<file path="src/rtl/anabellek_hakem.sv">
// anabellek_hakem
// Main-memory arbiter. It multiplexes N requester channels onto the single
// iomem port, with fixed or round-robin priority, a bus timeout and a sticky
// error flag. It also holds a free-running 64-bit cycle counter whose high
// word is snapshotted on every low-word read, so a 64-bit value read in two
// halves is never torn.
//
// Ports
//   clk_i, rst_i          clock, synchronous active-high reset
//   ist_valid_i [N]       per-channel request (held until its ready pulse)
//   ist_ready_o [N]       one-cycle completion pulse for the granted channel
//   ist_wstrb_i [4N]      byte strobes, channel k in [4k+3:4k], 0 = read
//   ist_addr_i  [ADR_BIT*N] word address, channel k in slice k
//   ist_wdata_i [32N]     write data, channel k in slice k
//   ist_rdata_o [32]      shared read data, valid with ist_ready_o
//   iomem_*               registered main-memory request port
//   tmr_sec_i, tmr_adr_i  timer read select / address (bit 2: 0 low, 1 high)
//   tmr_veri_o [32]       combinational timer read data
//   hata_o                sticky timeout flag, cleared by hata_temizle_i
module anabellek_hakem #(
   parameter int          KANAL_SAYISI = 3,
   parameter int          ADR_BIT      = 17,
   parameter logic [31:0] TABAN_ADR    = 32'h4000_0000,
   parameter int          ONCELIK_MODU = 1,
   parameter int          ZAMAN_ASIMI  = 1024
) (
   input  logic                            clk_i,
   input  logic                            rst_i,
   input  logic [KANAL_SAYISI-1:0]         ist_valid_i,
   output logic [KANAL_SAYISI-1:0]         ist_ready_o,
   input  logic [4*KANAL_SAYISI-1:0]       ist_wstrb_i,
   input  logic [ADR_BIT*KANAL_SAYISI-1:0] ist_addr_i,
   input  logic [32*KANAL_SAYISI-1:0]      ist_wdata_i,
   output logic [31:0]                     ist_rdata_o,
   output logic                            iomem_valid,
   input  logic                            iomem_ready,
   output logic [3:0]                      iomem_wstrb,
   output logic [31:0]                     iomem_addr,
   output logic [31:0]                     iomem_wdata,
   input  logic [31:0]                     iomem_rdata,
   input  logic                            tmr_sec_i,
   input  logic [31:0]                     tmr_adr_i,
   output logic [31:0]                     tmr_veri_o,
   output logic                            hata_o,
   input  logic                            hata_temizle_i
);

   localparam int N     = KANAL_SAYISI;
   localparam int IDX_W = (N > 1) ? $clog2(N) : 1;
   localparam int CNT_W = (ZAMAN_ASIMI > 0) ? $clog2(ZAMAN_ASIMI + 1) : 1;
   localparam logic [CNT_W-1:0] CNT_LIMIT = CNT_W'(ZAMAN_ASIMI);
   // Bits of iomem_addr owned by the channel word address plus byte offset;
   // the rest come from TABAN_ADR. Built in 64 bits so ADR_BIT+2 = 32 works.
   localparam logic [63:0] ADR_MASK_64 = (64'd1 << (ADR_BIT + 2)) - 64'd1;
   localparam logic [31:0] ADR_MASK    = ADR_MASK_64[31:0];
   localparam logic [31:0] HATA_VERI   = 32'hDEAD_BEEF;

   typedef enum logic [1:0] {BOSTA, ISTEK, TAMAM} durum_t;

   durum_t             durum_q, durum_d;
   logic [IDX_W-1:0]   son_q, son_d;
   logic [CNT_W-1:0]   cnt_q, cnt_d;
   logic               iomem_valid_q, iomem_valid_d;
   logic [3:0]         iomem_wstrb_q, iomem_wstrb_d;
   logic [31:0]        iomem_addr_q, iomem_addr_d;
   logic [31:0]        iomem_wdata_q, iomem_wdata_d;
   logic [N-1:0]       ist_ready_q, ist_ready_d;
   logic [31:0]        ist_rdata_q, ist_rdata_d;
   logic               hata_q, hata_d;
   logic [63:0]        sayac_q, sayac_d;
   logic [31:0]        ust_kopya_q, ust_kopya_d;

   logic [ADR_BIT-1:0] adr_dizi   [N];
   logic [3:0]         wstrb_dizi [N];
   logic [31:0]        wdata_dizi [N];

   logic [IDX_W-1:0]   kazanan;
   logic               bulundu;
   int                 aday;
   logic               tmr_adr_unused;

   for (genvar k = 0; k < N; k++) begin : g_ayir
      assign adr_dizi[k]   = ist_addr_i[k*ADR_BIT +: ADR_BIT];
      assign wstrb_dizi[k] = ist_wstrb_i[4*k +: 4];
      assign wdata_dizi[k] = ist_wdata_i[32*k +: 32];
   end

   // Winner search. Round-robin starts one past the last grant and wraps;
   // since son < N and i < N a single subtraction is enough for the modulo.
   always_comb begin
      kazanan = '0;
      bulundu = 1'b0;
      aday    = 0;
      for (int i = 0; i < N; i++) begin
         if (ONCELIK_MODU == 0) begin
            aday = i;
         end else begin
            aday = int'(son_q) + 1 + i;
            if (aday >= N) aday = aday - N;
         end
         if (!bulundu && ist_valid_i[IDX_W'(aday)]) begin
            bulundu = 1'b1;
            kazanan = IDX_W'(aday);
         end
      end
   end

   always_comb begin
      durum_d       = durum_q;
      son_d         = son_q;
      cnt_d         = cnt_q;
      iomem_valid_d = iomem_valid_q;
      iomem_wstrb_d = iomem_wstrb_q;
      iomem_addr_d  = iomem_addr_q;
      iomem_wdata_d = iomem_wdata_q;
      ist_ready_d   = '0;
      ist_rdata_d   = ist_rdata_q;
      sayac_d       = sayac_q + 64'd1;
      ust_kopya_d   = ust_kopya_q;
      hata_d        = hata_q;

      // Clear first so that a timeout in the same cycle still wins below.
      if (hata_temizle_i) hata_d = 1'b0;

      if (tmr_sec_i && !tmr_adr_i[2]) ust_kopya_d = sayac_q[63:32];

      case (durum_q)
         BOSTA: begin
            if (bulundu) begin
               durum_d       = ISTEK;
               son_d         = kazanan;
               cnt_d         = '0;
               iomem_valid_d = 1'b1;
               iomem_wstrb_d = wstrb_dizi[kazanan];
               iomem_wdata_d = wdata_dizi[kazanan];
               iomem_addr_d  = (TABAN_ADR & ~ADR_MASK) | (32'(adr_dizi[kazanan]) << 2);
            end
         end
         ISTEK: begin
            cnt_d = cnt_q + CNT_W'(1);
            if (iomem_ready) begin
               durum_d            = TAMAM;
               iomem_valid_d      = 1'b0;
               ist_rdata_d        = iomem_rdata;
               ist_ready_d[son_q] = 1'b1;
            end else if (ZAMAN_ASIMI != 0 && cnt_q == CNT_LIMIT) begin
               durum_d            = TAMAM;
               iomem_valid_d      = 1'b0;
               ist_rdata_d        = HATA_VERI;
               ist_ready_d[son_q] = 1'b1;
               hata_d             = 1'b1;
            end
         end
         TAMAM: begin
            durum_d = BOSTA;
         end
         default: begin
            durum_d = BOSTA;
         end
      endcase
   end

   always_ff @(posedge clk_i) begin
      if (rst_i) begin
         durum_q       <= BOSTA;
         son_q         <= IDX_W'(N - 1);
         cnt_q         <= '0;
         iomem_valid_q <= 1'b0;
         iomem_wstrb_q <= '0;
         iomem_addr_q  <= '0;
         iomem_wdata_q <= '0;
         ist_ready_q   <= '0;
         ist_rdata_q   <= '0;
         hata_q        <= 1'b0;
         sayac_q       <= '0;
         ust_kopya_q   <= '0;
      end else begin
         durum_q       <= durum_d;
         son_q         <= son_d;
         cnt_q         <= cnt_d;
         iomem_valid_q <= iomem_valid_d;
         iomem_wstrb_q <= iomem_wstrb_d;
         iomem_addr_q  <= iomem_addr_d;
         iomem_wdata_q <= iomem_wdata_d;
         ist_ready_q   <= ist_ready_d;
         ist_rdata_q   <= ist_rdata_d;
         hata_q        <= hata_d;
         sayac_q       <= sayac_d;
         ust_kopya_q   <= ust_kopya_d;
      end
   end

   assign ist_ready_o = ist_ready_q;
   assign ist_rdata_o = ist_rdata_q;
   assign iomem_valid = iomem_valid_q;
   assign iomem_wstrb = iomem_wstrb_q;
   assign iomem_addr  = iomem_addr_q;
   assign iomem_wdata = iomem_wdata_q;
   assign hata_o      = hata_q;

   // Only bit 2 of the timer address selects the word.
   assign tmr_veri_o = !tmr_sec_i ? 32'd0 : (tmr_adr_i[2] ? ust_kopya_q : sayac_q[31:0]);
   assign tmr_adr_unused = ^{tmr_adr_i[31:3], tmr_adr_i[1:0]};

endmodule

</file>
<file path="config.mk">
export PLATFORM = sky130hd
export DESIGN_NAME = anabellek_hakem
export DESIGN_NICKNAME = d
export VERILOG_FILES = /design/src/rtl/anabellek_hakem.sv
export SDC_FILE = /design/constraint.sdc
export NUM_CORES = 1
export LEC_CHECK = 0
export CAP_MARGIN = 20
export CORE_UTILIZATION = 44
export CTS_BUF_LIST = sky130_fd_sc_hd__clkbuf_16
export DETAILED_ROUTE_END_ITERATION = 16
export HOLD_SLACK_MARGIN = 0.03
export PLACE_DENSITY = 0.81
export SETUP_SLACK_MARGIN = 0.3
export SYNTH_ARGS = -nofsm -noshare
export SYNTH_HDL_FRONTEND = slang
export SYNTH_SLANG_ARGS = --single-unit
export TNS_END_PERCENT = 1
</file>
<file path="constraint.sdc">
create_clock -name clk_i -period 3.6 [get_ports clk_i]
set_input_delay 0.54 -clock clk_i [delete_from_list [all_inputs] [get_ports clk_i]]
set_output_delay 0.54 -clock clk_i [all_outputs]
set_load 0.02 [all_outputs]
</file>
==> out/metrics.cfg <==
[route]
vias = 8700
antenna_left = 0
wirelength_mm = 27.9
viasPerCell = 5.29
drc = 0
wl_per_cell_um = 16.9
first_iter_violations = 473
drt_pass1_iterations = 6

[synthesis]
synth_top_area_cell = dfxtp_1
yosysSeqAreaShare = 0.435
syn_area_per_cell_um2 = 8.75
synth_cell_types = 57
ys_seq_elements = 202
async_flop_share = 0
ys_warn_count = 0
syn_area_um2 = 9310
synthFlopType = dfxtp_1
netlist_instances = 1063
yosysTopAreaCellShare = 0.435
synthTopCellsByArea = dfxtp_1, mux2i_1, nor2_1
synth_enable_flop_cells = 0

[floorplanning]
die_area_um2 = 21700
initial_core_util = 0.454
die_h_um = 147
ios = 368
coreArea_um2 = 20500
die_w_um = 147
rows = 52

[status]
status = completed

[sta]
fmax_mhz = 336
rsz0062_at_grt = no
maxSlewViolCount = 0
max_slew_margin = 0.405
fin_ws_ns = 0.624
fin_hold_ws_ns = 0.453
finalSetupViolCount = 0
fin_crit_sh = 0.827
fin_worst_skew_ns = 0.0227
finalHoldViolations = 0
setup_tns_ns = 0
finalCriticalPeriod_ns = 2.98
tightest_slew_ns = 0.893

[grt]
grt_pass1_vias = 8430
antenna_found_initial = 2
grt_pass1_wl_mm = 44.0
grt_max_degree = 86
grt.overflow.total = 0
grt_use_total = 0.251

[placement]
pre_cts_slack_ns = 0.527
gp_congestion = 0.890
io_buffers = 322
dpl.hpwl_mm = 20.4
placed_area_um2 = 12600

[critical_path]
reg2reg_slack_ns = 0.62
rr_worst_depth = 10
setup.worst_path.start_class = register
worstPathRequired_ns = 3.97
critPathArrivalTime_ns = 3.34
endpoint_kind = register
reg2reg_to = iomem_wdata[14]
r2r_start = son_q[0]
worst-setup-path-type = reg2reg
cp_max_fo = 43

[worst_hold_path]
whs_endpoint = ust_kopya_q[22]
holdCritStartpoint = ust_kopya_q[22]
hp-class = reg2reg
holdPathStages = 2

[cts]
cts_buffers = 23
clock-sinks = 202
cts_buffer_depth = 3
post-cts-setup-buffers = 0
cts_tree = done
clk_pin_slew_ns = 0.05
root_buffer = clkbuf_16
cts.htree.levels = 1
clkLatencyLatePin_ns = 0.53

[cells_and_area]
drive_gt1_frac = 0.0561
final_core_util = 0.651
final_nets = 1599
final_common_cell = clkdlybuf4s50_1
fin_area_um2 = 13300
final_cell_mix = clkdlybuf4s50_1, dfxtp_1, nor2_1
area_delta_synth_final_pct = 43.3

[power]
p_leak_uw = 0.00509
pwr_density_cell_nw_per_um2 = 585
ir_drop_uv = 417

[flow_run]
maxCapViolations = 0

==> per-stage QoR <==
step                      instances  power [uW]
after floorplan                1076        4600
after global placement         1604        5640
after detailed placement       1604        5690
after CTS                      1643        7860
after global routing           1643        8200
final                          1645        7800
==> registers in the layout, indices dropped and copies added, names as in the netlist, 2 cells and up <==
signal and flops:
iomem_addr 18, sayac_q 64, durum_q 2, iomem_wdata 32
son_q 2, ist_rdata_o 32, ust_kopya_q 32, ist_ready_o 3
iomem_wstrb 4, cnt_q 11
==> critical path, stage by stage, from the launching register on <==
cell	delay, ns
dfxtp_1	0.43
inv_1	0.17
ha_2	0.51
mux2i_1	0.13
o21ai_0	0.22
o21ba_2	0.22
a21oi_4	0.17
buf_12	0.30
buf_4	0.30
mux2i_1	0.25
o21ai_1	0.08
==> layout make-up <==
type                       instances  area (um^2)
clock inverter                    16          105
antenna                            2         5.00
timing repair buffer             340         3380
inverter                          10         37.5
sequential                       202         4040
clock buffer                      23          576
tap                              270          338
fill                            1739         7160
multi-input combinational        782         4850
==> logic make-up (layout without fill, tap and decap cells) <==
logic type | after synthesis | after routing | share of synthesized area
AO/OA/AOI/OAI | 191 | 191 | 0.126
XOR/XNOR | 58 | 58 | 0.0546
adder cells (fa/ha/maj) | 9 | 9 | 0.0121
buffers and inverters | 92 | 389 | 0.0518
flip-flops | 202 | 202 | 0.435
multiplexers | 89 | 89 | 0.0961
other | 1 | 16 | 0.000403
AND/OR/NAND/NOR | 421 | 421 | 0.225
==> Yosys cell counts, types with 32 or more instances <==
| master | instances |
|---|---|
| nor2b_1 | 37 |
| a22oi_1 | 66 |
| nand2_1 | 88 |
| nor2_1 | 141 |
| dfxtp_1 | 202 |
| o21ai_1 | 50 |
| mux2i_1 | 86 |
| nor3_1 | 32 |
| xor2_1 | 48 |
| nand3_1 | 40 |
| a21oi_1 | 49 |
| clkbuf_1 | 39 |
==> worst max-delay path by stage <==
stage                         from         endpoint  depth (start not counted)
CTS                       son_q[0]  iomem_wdata[16]                         10
floorplan                 son_q[0]    iomem_addr[2]                         12
finish                    son_q[0]  iomem_wdata[14]                         10
detailed placement  ist_valid_i[1]  iomem_wdata[16]                          9
global placement    ist_valid_i[1]  iomem_wdata[14]                          9
global route              son_q[0]  iomem_wdata[14]                         10
==> power breakdown <==
part / internal [uW] / total [uW] / switching (uW)
clock network: 1230 / 2140 / 914
registers: 2530 / 2710 / 173
logic: 1350 / 2950 / 1610
==> metal layers <==
metal	global-route usage	part of all wire	up-vias	wire length [um]
met3	0.0673	0.082	44	2280
met1	0.316	0.42	4075	11700
li1	-	-	4267	-
met2	0.425	0.48	314	13400
met5	0	0	-	0
met4	0.0624	0.017	0	476
==> what timing repair did <==
item                       in CTS  in global routing
hold endpoints to repair        0                  0
resized for setup               0                  1
setup endpoints to repair       0                  2
hold buffers                    0                  0
No activity file was read; power rests on OpenSTA's default activity.
